**src/rtl/control_sequencer.sv**
```systemverilog
// Microcoded-style control sequencer for a small single-bus datapath.
// Walks a fetch (F0..F2), decode (DEC) and execute (E0..E2) sequence and
// decodes every datapath strobe combinationally from state, opcode and S.
//
// Ports:
//   clk                      rising-edge clock for all state
//   reset                    asynchronous active-high reset, forces IDLE
//   run                      sequencing enable; when low, state holds and
//                            all strobes are 0
//   opcode[3:0], S           IR opcode field and shift direction (1 = right)
//   GPR_in .. Z_out          1-bit datapath strobes
//   GPR_select[2:0]          0 Rd_1, 1 Rd_2, 2 Rs_1, 3 Rs_2, 4 R7 (PC)
//   ALU_control[2:0]         0 pass, 1 add, 2 sub, 3 and, 4 or, 5 bus+1,
//                            6 pass y_shifted
//   halted                   high in HALT
//   illegal                  sticky, set when an undefined opcode is decoded
//   instr_count[15:0]        number of decoded instructions (wraps)
//   state_dbg[3:0]           current state encoding
module control_sequencer (
   input  logic        clk,
   input  logic        reset,
   input  logic        run,
   input  logic [3:0]  opcode,
   input  logic        S,
   output logic        GPR_in,
   output logic        GPR_out,
   output logic        IR_in,
   output logic        MAR_in,
   output logic        MDR_in,
   output logic        MDR_out,
   output logic        RAM_enable_read,
   output logic        RAM_enable_write,
   output logic        Y_in,
   output logic        Y_out,
   output logic        Y_offset_in,
   output logic        Y_shift_left,
   output logic        Y_shift_right,
   output logic        Z_in,
   output logic        Z_out,
   output logic [2:0]  GPR_select,
   output logic [2:0]  ALU_control,
   output logic        halted,
   output logic        illegal,
   output logic [15:0] instr_count,
   output logic [3:0]  state_dbg
);

   typedef enum logic [3:0] {
      IDLE = 4'd0,
      F0   = 4'd1,
      F1   = 4'd2,
      F2   = 4'd3,
      DEC  = 4'd4,
      E0   = 4'd5,
      E1   = 4'd6,
      E2   = 4'd7,
      HALT = 4'd8
   } state_t;

   state_t state;
   state_t state_next;

   logic undefined_op;
   assign undefined_op = (opcode >= 4'h9) && (opcode <= 4'hE);

   always_ff @(posedge clk or posedge reset) begin
      if (reset) begin
         state       <= IDLE;
         instr_count <= 16'd0;
         illegal     <= 1'b0;
      end else begin
         state <= state_next;
         // DEC only advances with run high, so gate the count the same way
         if (run && state == DEC) begin
            instr_count <= instr_count + 16'd1;
            if (undefined_op)
               illegal <= 1'b1;
         end
      end
   end

   assign halted    = (state == HALT);
   assign state_dbg = state;

   always_comb begin
      state_next       = state;
      GPR_in           = 1'b0;
      GPR_out          = 1'b0;
      IR_in            = 1'b0;
      MAR_in           = 1'b0;
      MDR_in           = 1'b0;
      MDR_out          = 1'b0;
      RAM_enable_read  = 1'b0;
      RAM_enable_write = 1'b0;
      Y_in             = 1'b0;
      Y_out            = 1'b0;
      Y_offset_in      = 1'b0;
      Y_shift_left     = 1'b0;
      Y_shift_right    = 1'b0;
      Z_in             = 1'b0;
      Z_out            = 1'b0;
      GPR_select       = 3'd0;
      ALU_control      = 3'd0;

      if (run) begin
         case (state)
            IDLE: state_next = F0;
            F0: begin
               // PC -> MAR, PC+1 -> Z
               GPR_out     = 1'b1;
               GPR_select  = 3'd4;
               MAR_in      = 1'b1;
               ALU_control = 3'd5;
               Z_in        = 1'b1;
               state_next  = F1;
            end
            F1: begin
               Z_out           = 1'b1;
               GPR_in          = 1'b1;
               GPR_select      = 3'd4;
               RAM_enable_read = 1'b1;
               state_next      = F2;
            end
            F2: begin
               MDR_out    = 1'b1;
               IR_in      = 1'b1;
               state_next = DEC;
            end
            DEC: begin
               if (opcode == 4'h0)
                  state_next = F0;
               else if (opcode == 4'hF)
                  state_next = HALT;
               else if (undefined_op)
                  state_next = F0;
               else
                  state_next = E0;
            end
            E0: begin
               state_next = E1;
               case (opcode)
                  4'h1, 4'h2: begin
                     GPR_out    = 1'b1;
                     GPR_select = 3'd2;
                     MAR_in     = 1'b1;
                  end
                  4'h3, 4'h4, 4'h5, 4'h6, 4'h8: begin
                     GPR_out    = 1'b1;
                     GPR_select = 3'd2;
                     Y_in       = 1'b1;
                  end
                  4'h7: begin
                     GPR_out     = 1'b1;
                     GPR_select  = 3'd2;
                     ALU_control = 3'd0;
                     Z_in        = 1'b1;
                  end
                  default: state_next = F0;
               endcase
            end
            E1: begin
               state_next = E2;
               case (opcode)
                  4'h1: RAM_enable_read = 1'b1;
                  4'h2: begin
                     GPR_out    = 1'b1;
                     GPR_select = 3'd0;
                     MDR_in     = 1'b1;
                  end
                  4'h3, 4'h4, 4'h5, 4'h6: begin
                     // opcodes 3..6 map onto ALU codes 1..4
                     GPR_out     = 1'b1;
                     GPR_select  = 3'd3;
                     ALU_control = opcode[2:0] - 3'd2;
                     Z_in        = 1'b1;
                  end
                  4'h7: begin
                     Z_out      = 1'b1;
                     GPR_in     = 1'b1;
                     GPR_select = 3'd0;
                     state_next = F0;
                  end
                  4'h8: begin
                     Y_shift_left  = ~S;
                     Y_shift_right = S;
                     ALU_control   = 3'd6;
                     Z_in          = 1'b1;
                  end
                  default: state_next = F0;
               endcase
            end
            E2: begin
               state_next = F0;
               case (opcode)
                  4'h1: begin
                     MDR_out    = 1'b1;
                     GPR_in     = 1'b1;
                     GPR_select = 3'd0;
                  end
                  4'h2: RAM_enable_write = 1'b1;
                  4'h3, 4'h4, 4'h5, 4'h6, 4'h8: begin
                     Z_out      = 1'b1;
                     GPR_in     = 1'b1;
                     GPR_select = 3'd0;
                  end
                  default: ;
               endcase
            end
            HALT:    state_next = HALT;
            default: state_next = IDLE;
         endcase
      end
   end

endmodule
```
**config.mk**
```make
export PLATFORM = sky130hd
export DESIGN_NAME = control_sequencer
export DESIGN_NICKNAME = d
export VERILOG_FILES = /design/src/rtl/control_sequencer.sv
export SDC_FILE = /design/constraint.sdc
export NUM_CORES = 1
export LEC_CHECK = 0
export ABC_AREA = 1
export ABC_CLOCK_PERIOD_IN_PS = 1390
export BUFFER_PORTS_ARGS = -buffer_cell sky130_fd_sc_hd__clkbuf_2
export CAP_MARGIN = 10
export CORE_MARGIN = 1.5
export CORE_UTILIZATION = 50
export CTS_CLUSTER_SIZE = 40
export DETAILED_ROUTE_END_ITERATION = 8
export PLACE_DENSITY = 0.9
export SLEW_MARGIN = 40
export SYNTH_ARGS = -nofsm -noshare
export SYNTH_HDL_FRONTEND = slang
export SYNTH_SLANG_ARGS = --single-unit
```
**constraint.sdc**
```tcl
create_clock -name clk -period 1.39 [get_ports clk]
set_input_delay 0.139 -clock clk [delete_from_list [all_inputs] [get_ports clk]]
set_output_delay 0.139 -clock clk [all_outputs]
set_load 0.005 [all_outputs]
```
## After elaboration in Yosys (flattened, before gate mapping)

Index checks and enable logic that the tools add are counted.

| operators by class | value |
|---|---|
| reduce and logical (&&, ||, !) cells | 14 |
| bitwise logic cells | 1 |
| order comparisons | 2 |
| add/subtract/negate cells | 2 |
| div/mod/pow operators | 0 |
| shift-type cells | 0 |
| multipliers | 0 |
| mux-type cells | 49 |
| equal/unequal tests | 17 |

Operators with widths:

| operator | count |
|---|---|
| == test 4 x 3 -> 1 bit, second input constant | 8 |
| case mux 4 bit (8 select lines) | 1 |
| 2-to-1 mux 1 bit | 29 |
| adder 16 x 1 -> 16 bit, second input constant | 1 |
| == test 4 x 2 -> 1 bit, second input constant | 4 |
| 2-to-1 mux 3 bit | 5 |
| == test 4 bit, second input constant | 3 |
| case mux 1 bit (3 select lines) | 4 |
| case mux 3 bit (2 select lines) | 2 |
| OR reduction 5 bit | 2 |
| case mux 3 bit (3 select lines) | 1 |
| == test 4 x 1 -> 1 bit, second input constant | 2 |
| logical NOT 4 bit | 2 |
| 2-to-1 mux 4 bit | 2 |
| OR reduction 8 bit | 1 |
| OR reduction 7 bit | 1 |
| case mux 1 bit (2 select lines) | 3 |
| OR reduction 2 bit | 3 |
| OR reduction 6 bit | 1 |
| >= comparator 4 bit, second input constant | 1 |
| less-or-equal comparator 4 bit, second input constant | 1 |
| 2-to-1 mux 2 bit | 2 |
| OR reduction 4 bit | 1 |
| subtractor 3 x 2 -> 3 bit, second input constant | 1 |
| 3 further kinds | 4 |

| word-level totals | value |
|---|---|
| logic and storage cells | 88 |
| bits in latches | 0 |
| output and inout port bits | 43 |
| bits in writable memories | 0 |
| input port bits | 8 |
| register bits | 21 |
| bits in read-only memories | 0 |
| memories | 0 |

## Longest topological paths before layout

Gate-level depths: netlist of the first run.

| logic depth | value |
|---|---|
| word-level depth | 6 |
| gate-level depth with buffers | 10 |
| depth with buffers taken out | 10 |

## Worst setup path before layout of the first run

No wires, ideal clock.

| timing path | value |
|---|---|
| path type | register to output |
| from | register state[3], in the netlist state_dbg[3] |
| to | output port ALU_control[0] |
| path buffers | 0 |
| setup slack | 57 ps |
| arrival time | 1194 ps |
| required time | 1251 ps |
| cell stages (with the launch flop) | 8 |
| cell sequence | dfrtp_1 inv_2 nand2_1 nor2_2 nand2_1 nor2_1 nand2_1 nand2_1 |

| between the ends | value |
|---|---|
| cells in the longest elaborated chain, start to end | 3 |
| elaborated cells between the ends (all ways) | 4 |
| those cells by class | 2 x eq/ne; 2 x mux |

RTL lines:

| what | line | text |
|---|---|---|
| start: declaration | 60 | `state_t state;` |
| start signal: assignment | 72 | `state <= state_next;` |
| == test 4 x 3 -> 1 bit / == test 4 x 1 -> 1 bit (equally long branches) | 106 | `case (state)` |
| case mux 3 bit (2 select lines) (*) | 106 |  |
| 2-to-1 mux 3 bit (*) | 105 | `if (run) begin` |
| end: declaration | 41 | `output logic [2:0] ALU_control,` |

Mark *: on every way between the ends. The rest lies on a longest branch, timed or not.

## Worst setup path in the final report of the first run

| timing path | value |
|---|---|
| from | register state[3], in the netlist state_dbg[3] |
| to | output port GPR_in |

| between the ends | value |
|---|---|
| cells in the longest elaborated chain, start to end | 3 |
| elaborated cells between the ends (all ways) | 5 |
| those cells by class | 3 x eq/ne; 2 x mux |

RTL lines:

| what | line | text |
|---|---|---|
| == test 4 x 3 -> 1 bit / == test 4 x 2 -> 1 bit (equally long branches) | 106 |  |
| case mux 1 bit (3 select lines) (*) | 106 |  |
| 2-to-1 mux 1 bit (*) | 105 |  |
| end: declaration | 25 | `output logic GPR_in,` |

Marks and branches as above.

==> qor.csv, run 1 <==
stage;metric;value;unit
grt;overflow;0;
synthesis;synth_edf_count;0;
synthesis;ys_types;30;
setup_path;cp_max_fo;3;
clocking;clockBufferDepth;2;
setup_path;crit_top_cell;nor2_4;
grt;use_met2;48.28;%
min_path;hold_path_class;primary input to flip-flop;
floorplan;core.rowCount;19;
synthesis;synth_commonest_cells;69 x nand2_1, 25 x nor2_1, 22 x inv_1;
grt;grt_pass1_vias;1640;
setup_path;cp_cell_sequence;buf_4 -> nor2_4 -> nand2_4 -> nor2_4 -> o21ai_1 -> a21oi_1 -> buf_2;
clocking;htree_num_levels;1;
floorplan;die_h;57.23;um
status;status;finished with violations;
pwr;cellPowerDensity;1200;nW/um^2
timing;timing.hold.ws;0.2381;ns
place;preCtsSetupSlack;-0.02923;ns
clocking;numCtsBuffers;3;
route;drt-total-wl;4.949;mm
finish;fillCellCount;170;
floorplan;io_pins;51;
clocking;path_clk_slew;0.12;ns
timing;rsz0062_at_grt;yes;
timing;min_period;1.793;ns
synthesis;avgSynthCellArea;6.775;um^2
synthesis;synth_top_area_share;35.74;%
clocking;clock-sinks;21;
clocking;root_buffer;clkbuf_4;
grt;grt_max_degree;22;
min_path;whs_endpoint;state_dbg[1]$_DFFE_PP0P_;
setup_path;reg2reg_slack;-0.33;ns
status;failed_checks;setup timing;
synthesis;ys.flop_type;dfrtp_1;
timing;maxSlewViolCount;0;
finish;ff_latch_area;525.5;um^2
route;dr_total_vias;1813;
floorplan;die_w;57.23;um
synthesis;post-synth-top-count-cell;nand2_1;
timing;finalHoldViolCount;0;
floorplan;initial_core_util;52.86;%
setup_path;cpPeakStageDelay;0.44;ns
synthesis;synthCells;217;
timing;max_freq;0.5577;GHz
place;place.gp.congestion;0.8876;
timing;finalSetupViolations;39;
route;wire_per_inst;14.91;um
timing;setup_ws;-0.4031;ns
timing;worst_clock_skew;0.002187;ns
route;ant_nets;0;
finish;diodes;0;
setup_path;critPathArrivalTime;1.65;ns
place;numPortBuffers;48;
synthesis;synth_top_cell_by_area;dfrtp_1;
finish;area_growth_syn_to_layout;54.13;%
route;drc;0;
grt;grt.busiest_layer;met2;
finish;multi_input_area;1044;um^2
run;cap_violations;0;
synthesis;synth.area.top_cells;dfrtp_1 36%, nand2_1 18%, nor2_1 6.4%;
floorplan;fp.dieArea;3275;um^2
place;hpwlAfterDp;2.911;mm
pwr;total_leakage_power;0.001260;uW
setup_path;r2r-start;state_dbg[3]$_DFFE_PP0P_;
route;vias_per_cell;5.461;
synthesis;synth_warnings;0;
setup_path;critical_path_class;flip-flop to output pin;
setup_path;cp_slowest_cell;dfrtp_1;
finish;nets;311;
synthesis;netlist_area;1470;um^2
synthesis;async_reset_ff_share;100.0;%
setup_path;end_kind;output pin;
grt;track_usage;27.50;%
timing;tns;-9.276;ns
setup_path;startpoint;state_dbg[3]$_DFFE_PP0P_;
route;drtIter0Drc;100;
clocking;clock_latency;0.31;ns
finish;drive_gt1_share;46.18;%
setup_path;rr_worst_depth;11;
clocking;cts_tree;built;
route;dr.pass1.iters;5;
synthesis;ys_ff_latch;21;
grt;grt_pass1_wl;7.141;mm
grt;grt_util_met3;2.494;%
min_path;hold_start;run;
setup_path;start_kind;flip-flop;
grt;antenna_found_initial;0;
timing;period_share;129.0;%
synthesis;seq_area_frac_synth;35.74;%
floorplan;core-area;2781;um^2
pwr;peakVddDrop;0.001271;V
setup_path;cp.required;1.25;ns
grt;grt_use_met1;33.09;%
min_path;hold_depth;4;
setup_path;r2r_end;instr_count[15]$_DFFE_PP0P_;
metrics by stage:
stage	power [uW]	std cells	area [um^2]	util, %
3_3_place_gp	1807	316	1903	68.42
6_report	2718	332	2266	81.47
4_1_cts	2389	324	2073	74.54
5_1_grt	2864	332	2266	81.47
2_1_floorplan	1372	218	1474	-
3_5_place_dp	1828	316	1903	68.42
state kept, by name, summed over array words and instances (netlist names):
| register | cells |
|---|---|
| instr_count | 16 |
| state_dbg | 4 |
| illegal | 1 |
cells by family after synthesis:
family | after synthesis | share of synthesized area [%]
simple gates | 130 | 40.00
buf+inv | 32 | 8.680
flops | 21 | 35.74
compound gates | 20 | 7.319
xor+xnor | 12 | 7.149
fa+ha+maj | 1 | 0.8509
other cells | 1 | 0.2551
per-layer routing:
metal / vias to the layer above / routed length [um]
li1: 848 / -
met1: 815 / 1931
met2: 123 / 2513
met3: 27 / 323
met4: 0 / 180
met5: - / 0
layout make-up:
type	count	share of cell area [%]
Clock buffer	4	1.160
Inverter	28	4.638
Multi-Input combinational cell	165	46.05
Sequential cell	21	23.19
Tap cell	31	1.712
Timing Repair Buffer	83	23.25
worst max-delay path: cells and delay by family, from the launching register on:
kind / cells / cell delay (ns)
simple gates: 3 / 0.35
buf+inv: 2 / 0.30
flops: 1 / 0.44
compound gates: 2 / 0.24
how the worst max path moves through the flow:
| stage | depth (start not counted) | slack, ns | end |
|---|---|---|---|
| 2_1_floorplan | 7 | 0.06 | ALU_control[0] |
| 3_3_place_gp | 8 | -0.02 | ALU_control[0] |
| 3_5_place_dp | 8 | -0.03 | ALU_control[0] |
| 4_1_cts | 8 | -0.29 | ALU_control[0] |
| 5_1_grt | 7 | -0.46 | GPR_in |
| 6_report | 7 | -0.40 | GPR_in |
placed cells by master (no fill, tap or decap), drive strengths merged:
cell	n
a211oi	1
a21oi	7
a31oi	2
buf	40
clkbuf	46
clkinv	1
conb	2
dfrtp	21
dlygate4sd3	1
ha	1
inv	27
nand2	73
nand3	14
nand4	3
nor2	32
nor3	6
nor3b	1
nor4	1
o21ai	9
o31ai	1
xnor2	6
xor2	6
report_power, final:
part,switching [uW],total (uW),internal [uW]
Sequential,88.8,778,689
Clock,204,316,112
Combinational,932,1620,692
what timing repair did:
action | 4_1_cts | 5_1_grt
setup endpoints to repair | 23 | 36
buffers inserted | 3 | 8
hold buffers | 1 | 0
endpoints found under the hold margin | 21 | 0
pin swaps | 10 | 21
resized for setup | 30 | 38
(Power assumes the default switching activity.)
==> run 2: changes to the inputs <==
Settings changed: ABC_CLOCK_PERIOD_IN_PS 1390 to not set, CORE_MARGIN 1.5 to not set.
==> run 2 against run 1 <==
Against the previous run:
- the flow still finishes with violations (setup timing)
- fmax is 3.8% higher
- critical path depth unchanged
- core utilization fell by 3.0 points
- final area decreased by 3.7%
- wire length decreased by 6.7%
- setup slack improved by 0.066 ns
- final cell count is 0.60% lower
- clock skew is essentially flat
- clock power rose by 2%
- sequential power up 2%
==> qor.csv, run 2 (synthesized netlist as in run 1, its figures left out) <==
stage;metric;value;unit;change
place;place.gp.congestion;0.8797;;-0.89%
finish;nets;309;;-0.64%
route;wire_per_inst;13.99;um;-6.1%
clocking;numCtsBuffers;3;;unchanged
timing;finalHoldViolCount;0;;unchanged
setup_path;cp_slowest_cell;dfrtp_1;;
floorplan;die_h;56.23;um;-1.7%
timing;worst_clock_skew;0.002025;ns;-0.0001613 ns
setup_path;end_kind;output pin;;
clocking;htree_num_levels;1;;unchanged
setup_path;cpPeakStageDelay;0.45;ns;about the same
place;dp.cells;315;;-0.32%
timing;period_share;124.2;%;-4.8 points
timing;rsz0062_at_grt;yes;;
grt;grt_pass1_wl;6.872;mm;-3.8%
clocking;clock-sinks;21;;unchanged
grt;overflow;0;;unchanged
pwr;comb_power_share;57.2;%;-2.5 points
setup_path;start_kind;flip-flop;;
timing;min_period;1.727;ns;-0.06618 ns
setup_path;critical_path_class;flip-flop to output pin;;
timing;setup_ws;-0.3369;ns;+0.06618 ns
clocking;clockBufferDepth;2;;unchanged
finish;area_growth_syn_to_layout;48.43;%;
finish;largest_reg_flops;16;;unchanged
pwr;p_sw_share;44.45;%;-0.61 points
pwr;total_leakage_power;0.001216;uW;-3.5%
finish;diodes;0;;unchanged
run;cap_violations;0;;unchanged
floorplan;initial_core_util;52.86;%;unchanged
setup_path;r2r-start;state_dbg[3]$_DFFE_PP0P_;;
status;failed_checks;setup timing;;
setup_path;startpoint;state_dbg[0]$_DFFE_PP0P_;;
setup_path;critPathArrivalTime;1.59;ns;-0.06 ns
pwr;p_sw;1162;uW;-5.1%
floorplan;fp.dieArea;3161;um^2;-3.5%
status;status;finished with violations;;
timing;max_freq;0.5791;GHz;+3.8%
min_path;hold_path_class;primary input to flip-flop;;
finish;utilization;78.45;%;-3.0 points
setup_path;cp_max_fo;6;;+3
min_path;hold_start;run;;
floorplan;die_w;56.23;um;-1.7%
finish;top_register;instr_count;;
grt;grt_max_degree;22;;unchanged
timing;maxSlewViolCount;0;;unchanged
finish;mostFrequentLayoutCells;59 x nand2_1, 46 x clkbuf_2, 31 x buf_4, 20 x inv_1, 19 x dfrtp_1;;
finish;mostFrequentLayoutCell;nand2_1;;
floorplan;io_pins;51;;unchanged
setup_path;cp.required;1.25;ns;about the same
pwr;cellPowerDensity;1198;nW/um^2;-0.16%
route;ant_nets;0;;unchanged
pwr;p_int;1452;uW;-2.8%
grt;track_usage;27.59;%;+0.088 points
place;hpwlAfterDp;2.961;mm;+1.7%
clocking;cts_tree;built;;
setup_path;cp_cell_sequence;inv_2 -> nand2_4 -> nor2_4 -> buf_4 -> nand2_1 -> a21oi_2 -> clkbuf_2;;
finish;instances_no_fill;330;;-0.60%
pwr;peakVddDrop;0.001241;V;-2.4%
clocking;root_buffer;clkbuf_4;;
route;drt-total-wl;4.617;mm;-6.7%
route;dr.pass1.iters;4;;-1
finish;drive_gt1_share;44.15;%;-2.0 points
floorplan;core-area;2781;um^2;unchanged
pwr;pwr-share-seq;30.5;%;+1.9 points
clocking;clock_latency;0.32;ns;about the same
route;drc;0;;unchanged
route;vias_per_cell;5.388;;-1.3%
pwr;power.share.clock;12.3;%;+0.7 points
route;dr_total_vias;1778;;-1.9%
clocking;path_clk_slew;0.12;ns;about the same
route;drtIter0Drc;93;;-7.0%
timing;finalSetupViolations;36;;-7.7%
floorplan;core.rowCount;19;;unchanged
grt;antenna_found_initial;0;;unchanged
grt;grt_pass1_vias;1668;;+1.7%
place;numPortBuffers;48;;unchanged
timing;timing.hold.ws;0.2117;ns;-0.02647 ns
run 2: layout make-up:
class	count	area [um^2]
fillers	191	599.3
clock buffers	3	22.52
clock inverters	1	5.005
multi-input cells	165	985.9
repair buffers	81	494.2
inverters	28	107.6
flip-flops and latches	21	528.0
well taps	31	38.79
run 2: worst paths after layout:
path | endpoint | slack (ns) | cells past startpoint
max in group asynchronous | state_dbg[1]$_DFFE_PP0P_ | 0.81 | 4
setup reg to reg | instr_count[15]$_DFFE_PP0P_ | -0.31 | 11
hold / removal | state_dbg[0]$_DFFE_PP0P_ | 0.21 | 3
hold reg to reg | instr_count[12]$_DFFE_PP0P_ | 0.51 | 1
min in group asynchronous | state_dbg[3]$_DFFE_PP0P_ | 0.35 | 4
setup / recovery | ALU_control[2] | -0.34 | 7
run 2: worst max-delay path: cells and delay by family (launching register included):
kind	cells	cell delay (ns)
buffers and inverters	3	0.39
and+or+nand+nor	3	0.31
DFF	1	0.45
AOI/OAI and AO/OA	1	0.11
run 2: stage by stage:
| step | cell area [um^2] | total power (uW) | setup slack [ns] | TNS, ns |
|---|---|---|---|---|
| 2_1_floorplan | 1474 | 1372 | 0.05694 | 0 |
| 3_3_place_gp | 1896 | 1799 | -0.04086 | -0.09330 |
| 3_5_place_dp | 1896 | 1830 | -0.06520 | -0.2462 |
| 4_1_cts | 2056 | 2362 | -0.2791 | -4.453 |
| 5_1_grt | 2182 | 2740 | -0.4052 | -11.03 |
| 6_report | 2182 | 2614 | -0.3369 | -8.420 |
run 2: repair_timing:
action	CTS	global route
setup buffers	6	4
pin swaps	11	17
endpoints found under the hold margin	21	0
hold buffers	1	0
setup endpoints to repair	26	36
resized for setup	24	28
run 2: power groups by stage:
| stage | clock network (uW) | logic, uW | registers [uW] |
|---|---|---|---|
| floorplan | 0 | 573 | 799 |
| global placement | 0 | 1020 | 784 |
| detailed placement | 0 | 1040 | 789 |
| CTS | 303 | 1290 | 768 |
| global route | 334 | 1600 | 807 |
| finish | 321 | 1500 | 797 |
run 2: metal layers:
layer	part of all wire (%)	routed length, um	global-route usage [%]	vias up
met5	0	0	0	-
li1	-	-	-	845
met4	4.3	200	12.20	0
met2	53	2430	52.38	103
met3	6.3	289	3.256	24
met1	37	1696	30.33	806
